**src/rtl/uart_pkg.sv**
```systemverilog
// Line-level constants and receiver state encoding shared by the UART transmitter and receiver.
package uart_pkg;

  typedef enum logic [2:0] {
    IDLE  = 3'd0,
    START = 3'd1,
    DATA  = 3'd2,
    STOP  = 3'd3,
    BREAK = 3'd4
  } rx_state_t;

  localparam logic LINE_IDLE = 1'b1;
  localparam logic START_BIT = 1'b0;
  localparam logic STOP_BIT  = 1'b1;

endpackage

```
**src/rtl/uart_rx_sync.sv**
```systemverilog
// Two-flop synchronizer for the asynchronous serial line; resets to the idle (high) level.
module uart_rx_sync
  import uart_pkg::*;
(
  input  logic clk,
  input  logic reset,
  input  logic din,
  output logic dout
);

  logic meta;

  always_ff @(posedge clk) begin
    if (reset) begin
      meta <= LINE_IDLE;
      dout <= LINE_IDLE;
    end else begin
      meta <= din;
      dout <= meta;
    end
  end

endmodule

```
**src/rtl/assignment_9_uart_receiver.sv**
```systemverilog
// UART receiver: mid-bit sampling of a start/data/stop frame into a holding register
// with consumer handshake, framing-error and overrun pulses.
module assignment_9_uart_receiver
  import uart_pkg::*;
#(
  parameter int unsigned WORD_SIZE       = 8,
  parameter int unsigned SAMPLES_PER_BIT = 8
) (
  input  logic                 i_clk,
  input  logic                 i_reset,
  input  logic                 i_serial_in,
  input  logic                 i_read_data,
  output logic [WORD_SIZE-1:0] o_data_bus,
  output logic                 o_byte_rdy,
  output logic                 o_framing_error,
  output logic                 o_overrun,
  output logic                 o_busy
);

  localparam int unsigned N     = SAMPLES_PER_BIT;
  localparam int unsigned HALF  = N / 2;
  localparam int unsigned CNT_W = $clog2(N + 1);
  localparam int unsigned IDX_W = $clog2(WORD_SIZE + 1);

  logic                 s_in;
  rx_state_t            state, state_nxt;
  logic [CNT_W-1:0]     cnt, cnt_nxt;
  logic [IDX_W-1:0]     bit_idx, bit_idx_nxt;
  logic [WORD_SIZE-1:0] shift, shift_nxt;
  logic                 commit, commit_nxt;
  logic                 framing_nxt;

  uart_rx_sync u_sync (
    .clk   (i_clk),
    .reset (i_reset),
    .din   (i_serial_in),
    .dout  (s_in)
  );

  // Next-state, counters and shift register
  always_comb begin
    state_nxt   = state;
    cnt_nxt     = cnt;
    bit_idx_nxt = bit_idx;
    shift_nxt   = shift;
    commit_nxt  = 1'b0;
    framing_nxt = 1'b0;

    case (state)
      IDLE: begin
        if (s_in == START_BIT) begin
          state_nxt = START;
          cnt_nxt   = CNT_W'(1);
        end
      end
      START: begin
        cnt_nxt = cnt + CNT_W'(1);
        if (cnt == CNT_W'(HALF)) begin
          if (s_in == START_BIT) begin
            state_nxt   = DATA;
            cnt_nxt     = CNT_W'(1);
            bit_idx_nxt = '0;
          end else begin
            state_nxt = IDLE;
            cnt_nxt   = '0;
          end
        end
      end
      DATA: begin
        cnt_nxt = cnt + CNT_W'(1);
        if (cnt == CNT_W'(N)) begin
          // LSB-first: each new bit enters at the top and walks down
          shift_nxt   = (shift >> 1) | (WORD_SIZE'(s_in) << (WORD_SIZE - 1));
          cnt_nxt     = CNT_W'(1);
          bit_idx_nxt = bit_idx + IDX_W'(1);
          if (bit_idx == IDX_W'(WORD_SIZE - 1)) state_nxt = STOP;
        end
      end
      STOP: begin
        cnt_nxt = cnt + CNT_W'(1);
        if (cnt == CNT_W'(N)) begin
          cnt_nxt = '0;
          if (s_in == STOP_BIT) begin
            commit_nxt = 1'b1;
            state_nxt  = IDLE;
          end else begin
            framing_nxt = 1'b1;
            state_nxt   = BREAK;
          end
        end
      end
      BREAK: begin
        cnt_nxt = '0;
        if (s_in == LINE_IDLE) state_nxt = IDLE;
      end
      default: begin
        state_nxt = IDLE;
        cnt_nxt   = '0;
      end
    endcase
  end

  // State, outputs and holding register
  always_ff @(posedge i_clk) begin
    if (i_reset) begin
      state           <= IDLE;
      cnt             <= '0;
      bit_idx         <= '0;
      shift           <= '0;
      commit          <= 1'b0;
      o_data_bus      <= '0;
      o_byte_rdy      <= 1'b0;
      o_framing_error <= 1'b0;
      o_overrun       <= 1'b0;
      o_busy          <= 1'b0;
    end else begin
      state           <= state_nxt;
      cnt             <= cnt_nxt;
      bit_idx         <= bit_idx_nxt;
      shift           <= shift_nxt;
      commit          <= commit_nxt;
      o_framing_error <= framing_nxt;
      o_busy          <= (state_nxt != IDLE);
      // A commit takes priority over a same-cycle read
      if (commit) begin
        o_data_bus <= shift;
        o_byte_rdy <= 1'b1;
        o_overrun  <= o_byte_rdy && !i_read_data;
      end else begin
        o_overrun <= 1'b0;
        if (i_read_data) o_byte_rdy <= 1'b0;
      end
    end
  end

endmodule

```
**config.mk**
```make
export PLATFORM = sky130hd
export DESIGN_NAME = assignment_9_uart_receiver
export DESIGN_NICKNAME = d
export VERILOG_FILES = /design/src/rtl/uart_pkg.sv /design/src/rtl/uart_rx_sync.sv /design/src/rtl/assignment_9_uart_receiver.sv
export SDC_FILE = /design/constraint.sdc
export NUM_CORES = 1
export LEC_CHECK = 0
export ABC_AREA = 1
export CORE_MARGIN = 5
export CORE_UTILIZATION = 50
export DETAILED_ROUTE_END_ITERATION = 16
export PLACE_DENSITY = 0.74
export SLEW_MARGIN = 20
export SYNTH_ARGS = -nofsm -noshare
export SYNTH_HDL_FRONTEND = slang
export SYNTH_HIERARCHICAL = 1
export SYNTH_SLANG_ARGS = --single-unit
```
**constraint.sdc**
```tcl
create_clock -name i_clk -period 3.03 [get_ports i_clk]
set_clock_uncertainty 0.1 [all_clocks]
set_input_delay 0.4545 -clock i_clk [delete_from_list [all_inputs] [get_ports i_clk]]
set_output_delay 0.4545 -clock i_clk [all_outputs]
set_load 0.01 [all_outputs]
```
# ---- Word level (Yosys, flattened, before mapping)
# Index checks and enable logic that the tools add are counted.
dict set report totals {
  elab_cells 62
  mem_count 0
  register_bits 34
  output_inout_bits 12
  mem_bits_ro 0
  latch_bits 0
  ramBits 0
}
dict set report op_classes {
  shift 0
  n_div 0
  reduce_logical 10
  bitwise_logic 4
  n_eq_ne 11
  magnitude_cmp 0
  mux 23
  add_sub_neg 2
  mul 0
}
# cell n
set op_table {}
lappend op_table {{4-bit 2-to-1 mux} 7}
lappend op_table {{3-bit 2-to-1 mux} 7}
lappend op_table {{4-bit case mux with 4 select lines} 1}
lappend op_table {{3-bit case mux with 5 select lines} 1}
lappend op_table {{4-bit by 1-bit adder with 4-bit output, second input constant} 2}
lappend op_table {{4-bit by 3-bit == test with 1-bit output, second input constant} 2}
lappend op_table {{2-bit != test, second input constant} 4}
lappend op_table {{7-bit by 8-bit bitwise OR with 8-bit output} 1}
lappend op_table {{4-bit case mux with 2 select lines} 1}
lappend op_table {{3-bit by 2-bit == test with 1-bit output, second input constant} 2}
lappend op_table {{1-bit 2-to-1 mux} 5}
lappend op_table {{4-bit == test, second input constant} 1}
lappend op_table {{4-bit AND reduction} 1}
lappend op_table {{2-bit nonzero test} 2}
lappend op_table {{3-bit by 1-bit == test with 1-bit output, second input constant} 1}
lappend op_table {{3-bit == test, second input constant} 1}
lappend op_table {{3-bit logical NOT} 1}
lappend op_table {{1-bit NOT} 3}
lappend op_table {{3-bit nonzero test} 1}
lappend op_table {{3-bit OR reduction} 1}
lappend op_table {{2-bit 2-to-1 mux} 1}
lappend op_table {{2-bit AND reduction} 1}
lappend op_table {{2-bit OR reduction} 1}
lappend op_table {{1-bit logical AND} 1}
lappend op_table {{1-bit logical NOT} 1}

# ---- Depth between registers and ports, before layout
dict set report depth {
  depth_word 5
  ltp_mapped 9
}

# ---- Modules after synthesis
# The synthesis kept the hierarchy.
# module cells_per_inst area_each_um2 seq_area_each_um2 n_inst
set modules_own_cells {}
lappend modules_own_cells {assignment_9_uart_receiver 185 1448.9 640.6 1}
lappend modules_own_cells {uart_rx_sync 7 58.8 40.0 1}

# ---- Least setup slack after synthesis
# Ideal clock, no wire load.
dict set report synth_timing {
  path_type {register to register}
  startpoint {register cnt[0]}
  endpoint {register o_busy}
  stages_incl_launch_ff 10
  required_ns 2.815
  setup_time_ns 0.115
  setup_slack_ns 1.629
  t_arrival_ns 1.186
  cell_sequence {dfxtp_1 > inv_1 > ha_1 > nand3_2 > nand3b_4 > nand3_1 > nand2_1 > nand2_1 > inv_1 > nand2_1}
}
dict set report synth_via {
  elab_chain_len 4
  word_cells_on_any_way 7
  cone_classes {eq/ne: 2; mux: 4; reduce/logical: 1}
}
# element line
set synth_lines {}
lappend synth_lines {{start, declared} assignment_9_uart_receiver.sv:27} ;# logic [CNT_W-1:0] cnt, cnt_nxt;
lappend synth_lines {{start signal, assigned} assignment_9_uart_receiver.sv:118} ;# cnt <= cnt_nxt;
lappend synth_lines {{4-bit == test or 4-bit by 3-bit == test with 1-bit output (tied branches)} {assignment_9_uart_receiver.sv:71, assignment_9_uart_receiver.sv:81, assignment_9_uart_receiver.sv:58}}
lappend synth_lines {{3-bit 2-to-1 mux (on tied branches)} {assignment_9_uart_receiver.sv:81, assignment_9_uart_receiver.sv:71, assignment_9_uart_receiver.sv:58}}
lappend synth_lines {{3-bit case mux with 5 select lines *} assignment_9_uart_receiver.sv:49} ;# case (state)
lappend synth_lines {{3-bit nonzero test *} assignment_9_uart_receiver.sv:123} ;# o_busy <= (state_nxt != IDLE);
lappend synth_lines {{end signal, assigned} assignment_9_uart_receiver.sv:123}
lappend synth_lines {{end, declared} assignment_9_uart_receiver.sv:17} ;# output logic o_busy
# Mark *: on every way between the ends. The rest lies on a longest branch, timed or not.
# A chain may end at the register's enable or synchronous reset.

# ---- Final worst setup path
dict set report layout_timing {
  startpoint {register o_data_bus[6]}
  endpoint {output o_data_bus[6]}
}
# element line
set layout_lines {}
lappend layout_lines {{start, declared} assignment_9_uart_receiver.sv:13} ;# output logic [WORD_SIZE-1:0] o_data_bus,
lappend layout_lines {{start signal, assigned} assignment_9_uart_receiver.sv:126} ;# o_data_bus <= shift;
# No word-level cell between the ends.

==> reports/summary.log <==
qor: layout.mostFrequentLayoutCell nor2_1
qor: sta.timing_hold_violations_final 0
qor: synth.netlist-cell-type-count 29
qor: global_route.grtUsageTotal 15.6%
qor: synth.synth.avg_cell_area 7.85 sq um
qor: critical_path.start_kind flop
qor: critical_path.path_class reg -> out
qor: sta.period_share 58.2%
qor: floorplan.floorplan.die_area 0.00421 sq mm
qor: synth.synth-seq-area-share 45.1%
qor: critical_path.worst-path-buf-inv 1
qor: floorplan.die_h 64.9 microns
qor: global_route.pin_count_of_the_biggest_net_entering_global_routing 19
qor: power_and_ir_drop.switching_share 23.3%
qor: placed_design.placedCellCount 238
qor: global_route.grt_pass1_wl 5130 microns
qor: synth.syn-num-nets 200
qor: sta.setup-tns-final 0 ns
qor: layout.regArea 681 sq um
qor: sta.time_the_final_worst_path_needs_with_i_o_delays_and_setup 1.76 ns
qor: layout.relative_area_change_from_synthesis_to_final_layout 16.3%
qor: power_and_ir_drop.cellLeakagePower 0.852 nW
qor: floorplan.start_util 50.6%
qor: power_and_ir_drop.p_sw 0.175 mW
qor: synth.ys.warnings.count 6
qor: power_and_ir_drop.comb_power_share 5.0%
qor: clocking.cts-htree-levels 2
qor: power_and_ir_drop.p_int 0.577 mW
qor: power_and_ir_drop.power_frac_clock 34.6%
qor: route.post_detailed_route_count_of_antenna_violating_nets 0
qor: clocking.clk-insertion-delay-late 0.33 ns
qor: flow_run.maxCapViolCount 0
qor: synth.ys_seq_elements 34
qor: critical_path.crit_arrival 1.21 ns
qor: critical_path.critical_path.max_stage_delay 0.54 ns
qor: critical_path.critical_path.slowest_cell clkdlybuf4s50_1
qor: clocking.holdBufCountCts 0
qor: power_and_ir_drop.power 0.753 mW
qor: layout.fin_cells 246
qor: floorplan.io_pins 16
qor: critical_path.critical_path.endpoint_type output port
qor: critical_path.rrSetupSlack 1.45 ns
qor: status.outcome complete, no violations
qor: global_route.number_of_antenna_violations_at_the_first_check_in_global_routing 0
qor: placed_design.buffer_ports.inserted 15
qor: route.post_drt_wl_per_cell 11.6 microns
qor: critical_path.critical_path.top_delay_family buffers and inverters
qor: clocking.cts_root_buf clkbuf_4
qor: sta.fmaxAchievable 567 MHz
qor: layout.final_util 58.9%
qor: layout.layout-drive-gt1-share 14.1%
qor: layout.mostFrequentLayoutCells 41 x nor2_1, 34 x dfxtp_1, 25 x nand2_1, 17 x o21ai_0, 15 x clkdlybuf4s50_1
qor: synth.synth.cell_area 0.00151 sq mm
qor: route.detail_route.iter0.violations 75
qor: power_and_ir_drop.p_seq_share 60.4%
qor: floorplan.chipWidth 64.9 microns
qor: layout.multiInputGateArea 727 sq um
qor: route.routed_via_density 5.12
qor: sta.maxSlewHeadroom 70.7%
qor: power_and_ir_drop.power.density_cell_area 429 mW/mm^2
qor: sta.setup_repair_after_global_routing_missed_its_margin no
qor: floorplan.placementRows 20
qor: sta.setup_viol_count_final 0
qor: global_route.gr-total-overflow 0
qor: layout.filler_cell_count 278
qor: clocking.clock-sinks 34
qor: sta.slew_viol_final 0
qor: critical_path.crit_required 2.48 ns
qor: clocking.cts.reportedPaths.clkPinSlew 0.10 ns
qor: min_path.hp-class reg -> reg
qor: power_and_ir_drop.worst_ir_drop_vdd 0.236 mV
qor: route.postRouteWirelength 2850 microns
qor: route.dr_total_vias 1260
qor: clocking.tritoncts.num_buffers 5
qor: synth.synthesis.instances 192
qor: clocking.number_of_buffers_inserted_by_post_cts_setup_repair 0
qor: critical_path.crit_chain clkdlybuf4s50_1
qor: layout.nNetsFinal 220
qor: layout.antennaDiodeCount 0
qor: route.drc 0
qor: critical_path.critical_path.max_fanout 2
qor: sta.tightest_slew 0.439 ns
qor: placed_design.routabilityCongestion 0.862
qor: clocking.clock_tree.buffer_depth 2
qor: floorplan.coreArea 0.00298 sq mm
qor: clocking.cts_tree built
qor: route.detailedRoute.firstPassIterationCount 4
qor: placed_design.place.detailed.hpwl 2120 microns
qor: clocking.post_cts_resized 0
qor: sta.whs 0.314 ns
qor: global_route.grt_pass1_vias 1242
-- metal layers --
| layer | wire length [microns] | global-route usage (%) | vias to the layer above | share of wire, % |
|---|---|---|---|---|
| li1 | - | - | 658 | - |
| met1 | 1320 | 18.0 | 577 | 46 |
| met3 | 113 | 5.72 | 2 | 4.0 |
| met2 | 1380 | 25.9 | 23 | 49 |
| met4 | 27 | 6.60 | 0 | 0.95 |
| met5 | 0 | 0 | - | 0 |
-- power by group through the flow --
stage | registers, mW | logic, mW | clock network (mW)
after floorplan | 0.464 | 0.0252 | 0
after global placement | 0.465 | 0.0359 | 0
after detailed placement | 0.465 | 0.0367 | 0
after CTS | 0.455 | 0.0371 | 0.266
after global routing | 0.455 | 0.0411 | 0.291
final | 0.455 | 0.0374 | 0.261
-- synthesized netlist by cell type --
master | count | share of area, %
clkinv_1 | 1 | 0.25
nand3_1 | 13 | 4.3
o211ai_1 | 1 | 0.50
nor3_1 | 1 | 0.33
inv_1 | 14 | 3.5
nand4_1 | 1 | 0.42
nand3_2 | 2 | 1.3
xor2_1 | 3 | 1.7
nor2_1 | 41 | 10
buf_2 | 1 | 0.33
nor2_2 | 2 | 0.83
clkbuf_1 | 2 | 0.50
nand2_1 | 25 | 6.2
nor4_1 | 1 | 0.42
nand2_2 | 1 | 0.42
nand3b_1 | 1 | 0.50
ha_1 | 4 | 3.3
nand3_4 | 1 | 1.2
a21oi_2 | 1 | 0.58
o21ai_2 | 1 | 0.58
o21ai_0 | 17 | 5.6
nand3b_4 | 1 | 1.3
nor2_4 | 2 | 1.5
nand2_4 | 3 | 2.2
inv_2 | 5 | 1.2
dfxtp_1 | 34 | 45
nor2_8 | 1 | 1.3
a21oi_1 | 10 | 3.3
inv_4 | 2 | 0.83
-- worst register-to-register path, stage by stage, from the launching register on --
cell,delay [ns]
dfxtp_1,0.44
inv_1,0.09
ha_1,0.25
nand3_2,0.11
nand3b_4,0.17
nand3_1,0.08
nand2_1,0.10
nand2_1,0.06
inv_1,0.05
nand2_1,0.04
-- final timing paths --
check / from / to / cells after the start
max: o_data_bus[6] / o_data_bus[6] / 1
min reg2reg: u_sync/meta / u_sync/dout / 2
max reg2reg: cnt[0] / o_busy / 9
min: u_sync/meta / u_sync/dout / 2
-- kinds of logic after synthesis --
| family | Yosys count | synth area share, % |
|---|---|---|
| AO/OA/AOI/OAI | 30 | 10.6 |
| XOR/XNOR | 3 | 1.74 |
| adder cells (fa/ha/maj) | 4 | 3.32 |
| buffers and inverters | 25 | 6.64 |
| flip-flops | 34 | 45.1 |
| AND/OR/NAND/NOR | 96 | 32.5 |
-- sequential cells by signal, summed over array words and instances, names as in the netlist, 3 cells and up --
name / cells
bit_idx: 4
o_data_bus: 8
shift: 8
state: 3
cnt: 4
-- area by class of cell --
class,instances,area share [%]
clock buffers,7,3.14
clock inverters,1,0.285
inverters,22,4.99
multi-input cells,133,41.4
flip-flops and latches,34,38.8
well taps,33,2.35
repair buffers,16,8.99
-- metrics by stage --
step / setup WS [ns] / cell area, sq um
6_report: 1.27 / 1750
2_1_floorplan: 1.63 / 1510
5_1_grt: 1.20 / 1750
3_3_place_gp: 1.21 / 1690
4_1_cts: 1.25 / 1750
3_5_place_dp: 1.15 / 1690
Note: power is estimated with default switching activity, not from simulation.
